[config.mk]
export PLATFORM = sky130hd
export DESIGN_NAME = tc_fetch_unit_flat
export DESIGN_NICKNAME = d
export VERILOG_FILES = /design/src/rtl/tc_fetch_pkg.sv /design/src/rtl/tc_fetch_if.sv /design/src/rtl/tc_fetch_outreg.sv /design/src/rtl/tc_fetch_unit.sv /design/src/flat_wrapper.sv
export SDC_FILE = /design/constraint.sdc
export NUM_CORES = 1
export LEC_CHECK = 0
export ABC_AREA = 1
export CAP_MARGIN = 30
export CELL_PAD_IN_SITES_DETAIL_PLACEMENT = 0
export CELL_PAD_IN_SITES_GLOBAL_PLACEMENT = 1
export CORE_MARGIN = 1
export CORE_UTILIZATION = 30
export CTS_BUF_LIST = sky130_fd_sc_hd__clkbuf_8
export CTS_CLUSTER_DIAMETER = 30
export DETAILED_ROUTE_END_ITERATION = 10
export PLACE_DENSITY = 0.77
export SLEW_MARGIN = 10
export SYNTH_ARGS = -nofsm -noshare
export SYNTH_HDL_FRONTEND = slang
export SYNTH_SLANG_ARGS = --single-unit
export TNS_END_PERCENT = 100
[constraint.sdc]
create_clock -name clk -period 2.7 [get_ports clk]
set_clock_uncertainty 0.05 [all_clocks]
set_input_delay 0.54 -clock clk [delete_from_list [all_inputs] [get_ports clk]]
set_output_delay 0.54 -clock clk [all_outputs]
set_load 0.05 [all_outputs]
[src/rtl/tc_fetch_pkg.sv]
// Shared definitions for the instruction fetch unit: FSM encoding, length field
// position and the default halt opcode.
package tc_fetch_pkg;

    typedef enum logic [0:0] {
        RUN    = 1'b0,
        HALTED = 1'b1
    } fetch_state_e;

    localparam int LEN_MSB = 15;
    localparam int LEN_LSB = 14;

    localparam logic [15:0] DEF_HALT_WORD = 16'hFFFF;

    // Length field encodes words-minus-one, so 2'b00 is a single-word instruction.
    function automatic logic [2:0] decode_len(input logic [1:0] i_field);
        return {1'b0, i_field} + 3'd1;
    endfunction

endpackage

[src/rtl/tc_fetch_if.sv]
// Fetch-to-decode handshake: the fetch unit holds an instruction, decode
// accepts it by asserting instr_ready while instr_valid is high.
interface tc_fetch_if #(
    parameter int WORD_WIDTH = 16
);
    logic                  instr_valid;
    logic                  instr_ready;
    logic [WORD_WIDTH-1:0] instr_w0;
    logic [WORD_WIDTH-1:0] instr_w1;
    logic [WORD_WIDTH-1:0] instr_w2;
    logic [WORD_WIDTH-1:0] instr_w3;
    logic [2:0]            instr_len;
    logic [15:0]           instr_pc;

    modport master (
        output instr_valid, instr_w0, instr_w1, instr_w2, instr_w3, instr_len, instr_pc,
        input  instr_ready
    );

    modport slave (
        input  instr_valid, instr_w0, instr_w1, instr_w2, instr_w3, instr_len, instr_pc,
        output instr_ready
    );
endinterface

[src/rtl/tc_fetch_outreg.sv]
// Output holding register for the fetched instruction. Data only changes on a
// load, so a stalled decode always sees stable words.
module tc_fetch_outreg
    import tc_fetch_pkg::*;
#(
    parameter int WORD_WIDTH = 16
) (
    input  logic                  clk,
    input  logic                  rst,
    input  logic                  i_load,
    input  logic                  i_flush,
    input  logic                  i_xfer,
    input  logic [WORD_WIDTH-1:0] i_w0,
    input  logic [WORD_WIDTH-1:0] i_w1,
    input  logic [WORD_WIDTH-1:0] i_w2,
    input  logic [WORD_WIDTH-1:0] i_w3,
    input  logic [2:0]            i_len,
    input  logic [15:0]           i_pc,
    output logic                  o_valid,
    output logic [WORD_WIDTH-1:0] o_w0,
    output logic [WORD_WIDTH-1:0] o_w1,
    output logic [WORD_WIDTH-1:0] o_w2,
    output logic [WORD_WIDTH-1:0] o_w3,
    output logic [2:0]            o_len,
    output logic [15:0]           o_pc
);
    logic                  r_valid;
    logic [WORD_WIDTH-1:0] r_w0, r_w1, r_w2, r_w3;
    logic [2:0]            r_len;
    logic [15:0]           r_pc;

    always_ff @(posedge clk) begin
        if (!rst) begin
            r_valid <= 1'b0;
            r_w0    <= '0;
            r_w1    <= '0;
            r_w2    <= '0;
            r_w3    <= '0;
            r_len   <= 3'd1;
            r_pc    <= 16'h0000;
        end else if (i_flush) begin
            r_valid <= 1'b0;
        end else if (i_load) begin
            r_valid <= 1'b1;
            r_w0    <= i_w0;
            r_w1    <= i_w1;
            r_w2    <= i_w2;
            r_w3    <= i_w3;
            r_len   <= i_len;
            r_pc    <= i_pc;
        end else if (i_xfer) begin
            // Accepted with nothing behind it (halted): drop valid, keep data.
            r_valid <= 1'b0;
        end
    end

    assign o_valid = r_valid;
    assign o_w0    = r_w0;
    assign o_w1    = r_w1;
    assign o_w2    = r_w2;
    assign o_w3    = r_w3;
    assign o_len   = r_len;
    assign o_pc    = r_pc;
endmodule

[src/rtl/tc_fetch_unit.sv]
// Variable-length instruction fetch: PC, RUN/HALTED FSM and accepted-instruction
// counter, feeding decode through a single holding register.
module tc_fetch_unit
    import tc_fetch_pkg::*;
#(
    parameter int          WORD_WIDTH = 16,
    parameter logic [15:0] RESET_PC   = 16'h0000,
    parameter logic [15:0] HALT_WORD  = DEF_HALT_WORD
) (
    input  logic                  clk,
    input  logic                  rst,
    output logic [15:0]           prog_addr,
    input  logic [WORD_WIDTH-1:0] prog_w0,
    input  logic [WORD_WIDTH-1:0] prog_w1,
    input  logic [WORD_WIDTH-1:0] prog_w2,
    input  logic [WORD_WIDTH-1:0] prog_w3,
    input  logic                  redirect_valid,
    input  logic [15:0]           redirect_pc,
    tc_fetch_if.master            dec,
    output logic                  halted,
    output logic [31:0]           fetch_count
);
    localparam logic [0:0] ST_RUN    = RUN;
    localparam logic [0:0] ST_HALTED = HALTED;

    logic [0:0]  r_state;
    logic [15:0] r_pc;
    logic [31:0] r_count;
    logic        w_xfer;
    logic        w_load;
    logic        w_is_halt;
    logic [2:0]  w_len;

    assign w_len     = decode_len(prog_w0[LEN_MSB:LEN_LSB]);
    assign w_is_halt = (prog_w0[15:0] == HALT_WORD);
    assign w_xfer    = dec.instr_valid & dec.instr_ready;
    assign w_load    = (r_state == ST_RUN) && !redirect_valid && (!dec.instr_valid || w_xfer);

    always_ff @(posedge clk) begin
        if (!rst) begin
            r_state <= ST_RUN;
            r_pc    <= RESET_PC;
            r_count <= 32'd0;
        end else begin
            // A transfer in the redirect cycle still counts; the flush only drops what follows.
            if (w_xfer)
                r_count <= r_count + 32'd1;
            if (redirect_valid) begin
                r_state <= ST_RUN;
                r_pc    <= redirect_pc;
            end else if (w_load) begin
                r_pc <= r_pc + {13'd0, w_len};
                if (w_is_halt)
                    r_state <= ST_HALTED;
            end
        end
    end

    tc_fetch_outreg #(
        .WORD_WIDTH (WORD_WIDTH)
    ) u_outreg (
        .clk     (clk),
        .rst     (rst),
        .i_load  (w_load),
        .i_flush (redirect_valid),
        .i_xfer  (w_xfer),
        .i_w0    (prog_w0),
        .i_w1    (prog_w1),
        .i_w2    (prog_w2),
        .i_w3    (prog_w3),
        .i_len   (w_len),
        .i_pc    (r_pc),
        .o_valid (dec.instr_valid),
        .o_w0    (dec.instr_w0),
        .o_w1    (dec.instr_w1),
        .o_w2    (dec.instr_w2),
        .o_w3    (dec.instr_w3),
        .o_len   (dec.instr_len),
        .o_pc    (dec.instr_pc)
    );

    assign prog_addr   = r_pc;
    assign halted      = (r_state == ST_HALTED);
    assign fetch_count = r_count;
endmodule

[src/flat_wrapper.sv]
// flat-port wrapper written by rule: the top's interface ports become plain ports
module tc_fetch_unit_flat import tc_fetch_pkg::*;
#(
    parameter int          WORD_WIDTH = 16,
    parameter logic [15:0] RESET_PC   = 16'h0000,
    parameter logic [15:0] HALT_WORD  = DEF_HALT_WORD
)
  (clk, rst, prog_addr, prog_w0, prog_w1, prog_w2, prog_w3, redirect_valid, redirect_pc, halted, fetch_count, dec_instr_valid, dec_instr_w0, dec_instr_w1, dec_instr_w2, dec_instr_w3, dec_instr_len, dec_instr_pc, dec_instr_ready);
  tc_fetch_if #(.WORD_WIDTH(WORD_WIDTH)) dec_i ();
  input  logic clk;
  input  logic rst;
  output logic [15:0] prog_addr;
  input  logic [WORD_WIDTH-1:0] prog_w0;
  input  logic [WORD_WIDTH-1:0] prog_w1;
  input  logic [WORD_WIDTH-1:0] prog_w2;
  input  logic [WORD_WIDTH-1:0] prog_w3;
  input  logic redirect_valid;
  input  logic [15:0] redirect_pc;
  output logic halted;
  output logic [31:0] fetch_count;
  output wire logic [$bits(dec_i.instr_valid)-1:0] dec_instr_valid;
  output wire logic [$bits(dec_i.instr_w0)-1:0] dec_instr_w0;
  output wire logic [$bits(dec_i.instr_w1)-1:0] dec_instr_w1;
  output wire logic [$bits(dec_i.instr_w2)-1:0] dec_instr_w2;
  output wire logic [$bits(dec_i.instr_w3)-1:0] dec_instr_w3;
  output wire logic [$bits(dec_i.instr_len)-1:0] dec_instr_len;
  output wire logic [$bits(dec_i.instr_pc)-1:0] dec_instr_pc;
  input wire logic [$bits(dec_i.instr_ready)-1:0] dec_instr_ready;
  assign dec_instr_valid = dec_i.instr_valid;
  assign dec_instr_w0 = dec_i.instr_w0;
  assign dec_instr_w1 = dec_i.instr_w1;
  assign dec_instr_w2 = dec_i.instr_w2;
  assign dec_instr_w3 = dec_i.instr_w3;
  assign dec_instr_len = dec_i.instr_len;
  assign dec_instr_pc = dec_i.instr_pc;
  assign dec_i.instr_ready = dec_instr_ready;
  tc_fetch_unit #(.WORD_WIDTH(WORD_WIDTH), .RESET_PC(RESET_PC), .HALT_WORD(HALT_WORD)) u_core (.clk(clk), .rst(rst), .prog_addr(prog_addr), .prog_w0(prog_w0), .prog_w1(prog_w1), .prog_w2(prog_w2), .prog_w3(prog_w3), .redirect_valid(redirect_valid), .redirect_pc(redirect_pc), .dec(dec_i), .halted(halted), .fetch_count(fetch_count));
endmodule
Word level (Yosys, flattened, before mapping) --
Cells that the tools add are included.
Word-level totals: input bits 84, output and inout bits 133, bits in registers 133
Cells by class: muxes and demuxes 4, bitwise operators 4, equality and inequality tests 1, reductions and logical operators 10, add/subtract/negate cells 3
Operator list (number):
- $add A32 B1 Y32 const B | 1
- $mux W16 | 2
- $add A16 B3 Y16 | 1
- $eq A16 B16 Y1 const B | 1
- $reduce_and A2 Y1 | 2
- $reduce_bool A2 Y1 | 2
- $add A2 B1 Y3 const B | 1
- $not A1 Y1 | 3
- $logic_and A1 B1 Y1 | 2
- $logic_not A1 Y1 | 2
- $mux W1 | 2
- $reduce_or A2 Y1 | 1
- $and A1 B1 Y1 | 1
- $logic_or A1 B1 Y1 | 1

Longest topological paths before layout --
depth in word-level cells 5, gate-level depth with buffers 11, depth with buffers taken out 11

By module --
Synthesis repeated with hierarchy kept, for this count alone.
Unflattened totals: cell total of the unflattened synthesis 1067, area, all modules 6775.2 um^2
Modules (own cells, without submodules):
- tc_fetch_outreg | cells each 539, times used 1, area each 3533.4 um^2
- tc_fetch_unit | cells each 528, times used 1, area each 3241.9 um^2

Worst setup path before layout --
Ideal clock, no wire load.
kind input-to-reg, from input prog_w0[14], to register u_core.r_pc[12], in the netlist u_core.prog_addr[12], buffers on the path 1, cell stages on the path 10, slack 695 ps, data arrival time 1898 ps, cells stage by stage ha_1 -> fa_1 -> nand4_1 -> nand2_1 -> buf_4 -> nand3_1 -> nand3_1 -> nand3_1 -> nand2_1 -> inv_1
On the way: cells in the longest elaborated chain, start to end 4
Ends and longest elaborated chain:
- from (decl) | line flat_wrapper.sv:13 | input logic [WORD_WIDTH-1:0] prog_w0;
- $add A2 B1 Y3 | line tc_fetch_pkg.sv:17 | return {1'b0, i_field} + 3'd1;
- $add A16 B3 Y16 | line tc_fetch_unit.sv:52 | r_pc <= r_pc + {13'd0, w_len};
- $mux W16 | line tc_fetch_unit.sv:51 | end else if (w_load) begin
- $mux W16 | line tc_fetch_unit.sv:48 | if (redirect_valid) begin
- to (signal assigned) | line tc_fetch_unit.sv:50 | r_pc <= redirect_pc;
- to (signal assigned) | line tc_fetch_unit.sv:52
- to (decl) | line tc_fetch_unit.sv:27 | logic [15:0] r_pc;
No other way between the ends. The select of a mux whose other input is x is not followed. A chain may end at the register's enable or synchronous reset.

Worst setup path after layout --
from register u_core.r_pc[12], in the netlist u_core.prog_addr[12], to output prog_addr[12]
RTL lines:
- to (decl) | line flat_wrapper.sv:12 | output logic [15:0] prog_addr;
No word-level cell between the ends.

==> results.yml <==
hold_path:
  hold_depth: 2
  hold_path_startpoint: "u_core.u_outreg.o_w0[14]$_SDFFE_PN0P_"
  min-delay-path-class: "reg2reg"
  min_to: "u_core.u_outreg.o_w0[14]$_SDFFE_PN0P_"
timing:
  worst_hold_slack_ns: 0.4136
  layout_min_cycle_time_ns: 2.394
  fin_ws_ns: 0.3059
  worst_pin_slew_ns: 0.5796
  max_freq_mhz: 417.7
  share_of_the_clock_period_used_by_the_worst_path_pct: 88.67
  rsz0062_at_grt: "no"
  report.final.hold_viol_count: 0
  maxSlewHeadroom_pct: 61.24
  report.final.slew_viol_count: 0
  report.final.setup_viol: 0
drt:
  drc_violation_count_after_routing: 0
  drt_first_pass_iters: 4
  routed_length_on_met3_um: 1172
  detail-route-antenna-nets: 0
  wl_per_cell_um: 13.75
  vias: 6221
  met2WireLength_um: 8885
  m1WireLength_um: 8487
  dr_top_layer: "met4"
  routed_wirelength_um: 18860
  routed_via_density: 4.534
  drt_iter0_drc: 244
clock_network:
  cts.clk_slew.worst_paths_ns: 0.08
  numCtsBuffers: 17
  cts_setup_buffers: 0
  cts_tree: "done"
  postCtsResizedCells: 0
  clockRootBuffer: "sky130_fd_sc_hd__clkbuf_8"
  cts_max_path_buffers: 2
  ctsHoldBuffers: 0
  clkSinkCount: 133
  worst_skew_pair.late_latency_ns: 0.45
  htreeDepth: 4
logic_synthesis:
  synth_enable_flop_cells: 0
  synthArstFlopShare_pct: 0
  yosys.area_share.xor_xnor_pct: 0.4299
  compound_gate_fraction_of_synth_area_pct: 12.65
  mapped_avg_cell_area_um2: 6.914
  postSynthNetCount: 974
  synth_area_leader_cell: "sky130_fd_sc_hd__dfxtp_1"
  simple_gate_share_of_the_synthesized_area_pct: 34.66
  synthDistinctLibCells: 35
  ys_ff_latch: 133
  ys_top_cells_by_area: "sky130_fd_sc_hd__dfxtp_1, sky130_fd_sc_hd__nor2_1, sky130_fd_sc_hd__nand2_1"
  yosysSeqAreaShare_pct: 43.56
  synthesis.area_mm2: 0.006112
  synth_area_in_adders_pct: 1.351
  synth_cells: 884
  synth.top_cell.area_share_pct: 43.56
  post_synth_mux_area_share_pct: 0
  synth_top_family_by_area: "simple AND/OR/NAND/NOR gates"
  synth_flop_cell: "sky130_fd_sc_hd__dfxtp_1"
  ys_warn_count: 0
setup_path:
  worst-r2r-cell-count: 9
  path_class: "reg2out"
  regToRegStartpoint: "u_core.prog_addr[0]$_SDFFE_PN0P_"
  worst_ep_required_time_ns: 2.11
  cp_launch_type: "register"
  startpoint: "u_core.prog_addr[12]$_SDFFE_PN0P_"
  worstPathCellList: "clkdlybuf4s50_1"
  reg2reg_to: "u_core.prog_addr[6]$_SDFFE_PN0P_"
  critPathBufInv: 1
  data_arrival_at_the_endpoint_of_the_critical_path_ns: 1.80
  maximum_net_fanout_on_the_critical_path: 6
  worst_path_largest_cell_delay_ns: 0.88
  timing.critical_path.to_type: "output pin"
  critical-path-slowest-cell: "sky130_fd_sc_hd__clkdlybuf4s50_1"
  regToRegSetupSlack_ns: 0.80
  cpLargestDelayFamily: "buffers and inverters"
outcome:
  run_status: "finished, final reports clean"
power:
  power.ir.vdd_worst_v: 0.0003028
  power_per_cell_area_mw_per_mm2: 558.1
  p_leak_nw: 3.528
place:
  place.detailed.hpwl_um: 13670
  placed_cells: 1339
  place_congestion: 0.8775
  port-buffer-count: 216
  dp_worst_setup_slack_ns: -0.001289
die:
  floorplan.initialDensity_pct: 31.00
  num_rows: 51
  die_width_um: 144.7
  die-height_um: 144.7
  die_area_mm2: 0.02095
  floorplan.core_area_mm2: 0.01972
  ios: 217
grt:
  antenna_violations_before_repair: 1
  global_route.usage.total_pct: 18.55
  grt_pass1_wl_um: 29750
  global_route.overflow_total: 0
  first_global_vias: 5611
  grt_max_degree: 65
cells_and_area:
  final_nets: 1183
  area_growth_pct: 47.00
  num-fill-cells: 2072
  stdcell_count: 1372
  fraction_of_final_layout_cells_with_drive_strength_greater_than_1_pct: 7.505
run:
  drv.max_cap_violation_count: 0
==> final cells by class <==
class	count	area (µm²)	share of cell area (%)
diodes	1	2.502	0.02785
clock buffers	17	234.0	2.604
clock inverters	15	167.7	1.866
inverters	72	276.5	3.078
multi-input cells	641	3000	33.39
flip-flops and latches	133	2663	29.63
well taps	265	331.6	3.690
repair buffers	228	2310	25.71
==> Yosys cell counts (3+ instances only) <==
cell                       count
sky130_fd_sc_hd__nor2_1      204
sky130_fd_sc_hd__buf_1         3
sky130_fd_sc_hd__nand4_1      18
sky130_fd_sc_hd__a211oi_1      3
sky130_fd_sc_hd__ha_1          5
sky130_fd_sc_hd__o21ai_0      95
sky130_fd_sc_hd__dfxtp_1     133
sky130_fd_sc_hd__inv_1        69
sky130_fd_sc_hd__nand3_1      29
sky130_fd_sc_hd__o21ai_1       3
sky130_fd_sc_hd__nand3b_1      7
sky130_fd_sc_hd__buf_4         4
sky130_fd_sc_hd__nand2_4       6
sky130_fd_sc_hd__buf_2        13
sky130_fd_sc_hd__a21oi_1      37
sky130_fd_sc_hd__nand2_1     184
sky130_fd_sc_hd__nor2_2       11
sky130_fd_sc_hd__clkbuf_1     18
sky130_fd_sc_hd__a31oi_1       6
sky130_fd_sc_hd__nor2_4        5
sky130_fd_sc_hd__nor3_1        8
sky130_fd_sc_hd__nand2_2       7
==> per-layer routing <==
metal	vias up	GRT usage (%)
met5	-	0
met4	0	5.762
met3	19	6.252
met2	169	30.62
met1	2777	22.65
li1	3256	-
==> worst max path at each step <==
stage          slack (ns)                           endpoint  depth (start not counted)
6_report             0.31                      prog_addr[12]                          1
3_3_place_gp         0.03   u_core.prog_addr[6]$_SDFFE_PN0P_                         10
5_1_grt              0.23                      prog_addr[12]                          1
3_5_place_dp       -0.001   u_core.prog_addr[6]$_SDFFE_PN0P_                         10
4_1_cts              0.29                       prog_addr[2]                          1
2_1_floorplan        0.70  u_core.prog_addr[12]$_SDFFE_PN0P_                         10
==> per-stage QoR <==
step	instance area (µm²)	utilization [%]	setup TNS (ns)	total power [mW]
floorplan	6112	-	0	2.872
finish	8985	45.57	0	5.014
detailed placement	8581	43.52	-0.001289	3.333
global route	8982	45.55	0	5.269
CTS	8982	45.55	0	5.099
global placement	8581	43.52	0	3.330
==> layout by cell type (no fill, tap or decap), drive strengths merged, types with 9 or more instances in the layout <==
| cell | count |
|---|---|
| inv | 76 |
| nor3 | 9 |
| nand4 | 19 |
| o21ai | 98 |
| nand3 | 30 |
| a21oi | 37 |
| nand2 | 197 |
| dfxtp | 133 |
| clkbuf | 17 |
| buf | 13 |
| nor2 | 221 |
| clkdlybuf4s50 | 215 |
==> cells by family (layout without fill, tap and decap cells) <==
kind of cell	after synthesis	in the layout
AND/OR/NAND/NOR	484	484
other	0	1
flip-flops	133	133
AO/OA/AOI/OAI	148	148
adder cells (fa/ha/maj)	6	6
buffers and inverters	110	332
XOR/XNOR	3	3
==> registers in the layout, indices dropped and copies added, names as in the netlist <==
register	count
u_core.fetch_count	32
u_core.prog_addr	16
u_core.u_outreg.o_pc	16
u_core.u_outreg.o_w0	16
u_core.u_outreg.o_w1	16
u_core.u_outreg.o_w2	16
u_core.u_outreg.o_w3	16
u_core.u_outreg.o_len	3
u_core.halted	1
u_core.u_outreg.o_valid	1
==> report_power, final <==
| group | leakage (nW) | internal (mW) | total, mW | switching (mW) |
|---|---|---|---|---|
| clock | 0.192 | 0.841 | 1.74 | 0.895 |
| combinational | 2.24 | 0.413 | 1.12 | 0.710 |
| sequential | 1.09 | 2.08 | 2.15 | 0.0769 |
| total | 3.53 | 3.33 | 5.01 | 1.68 |
(Power assumes the default switching activity.)
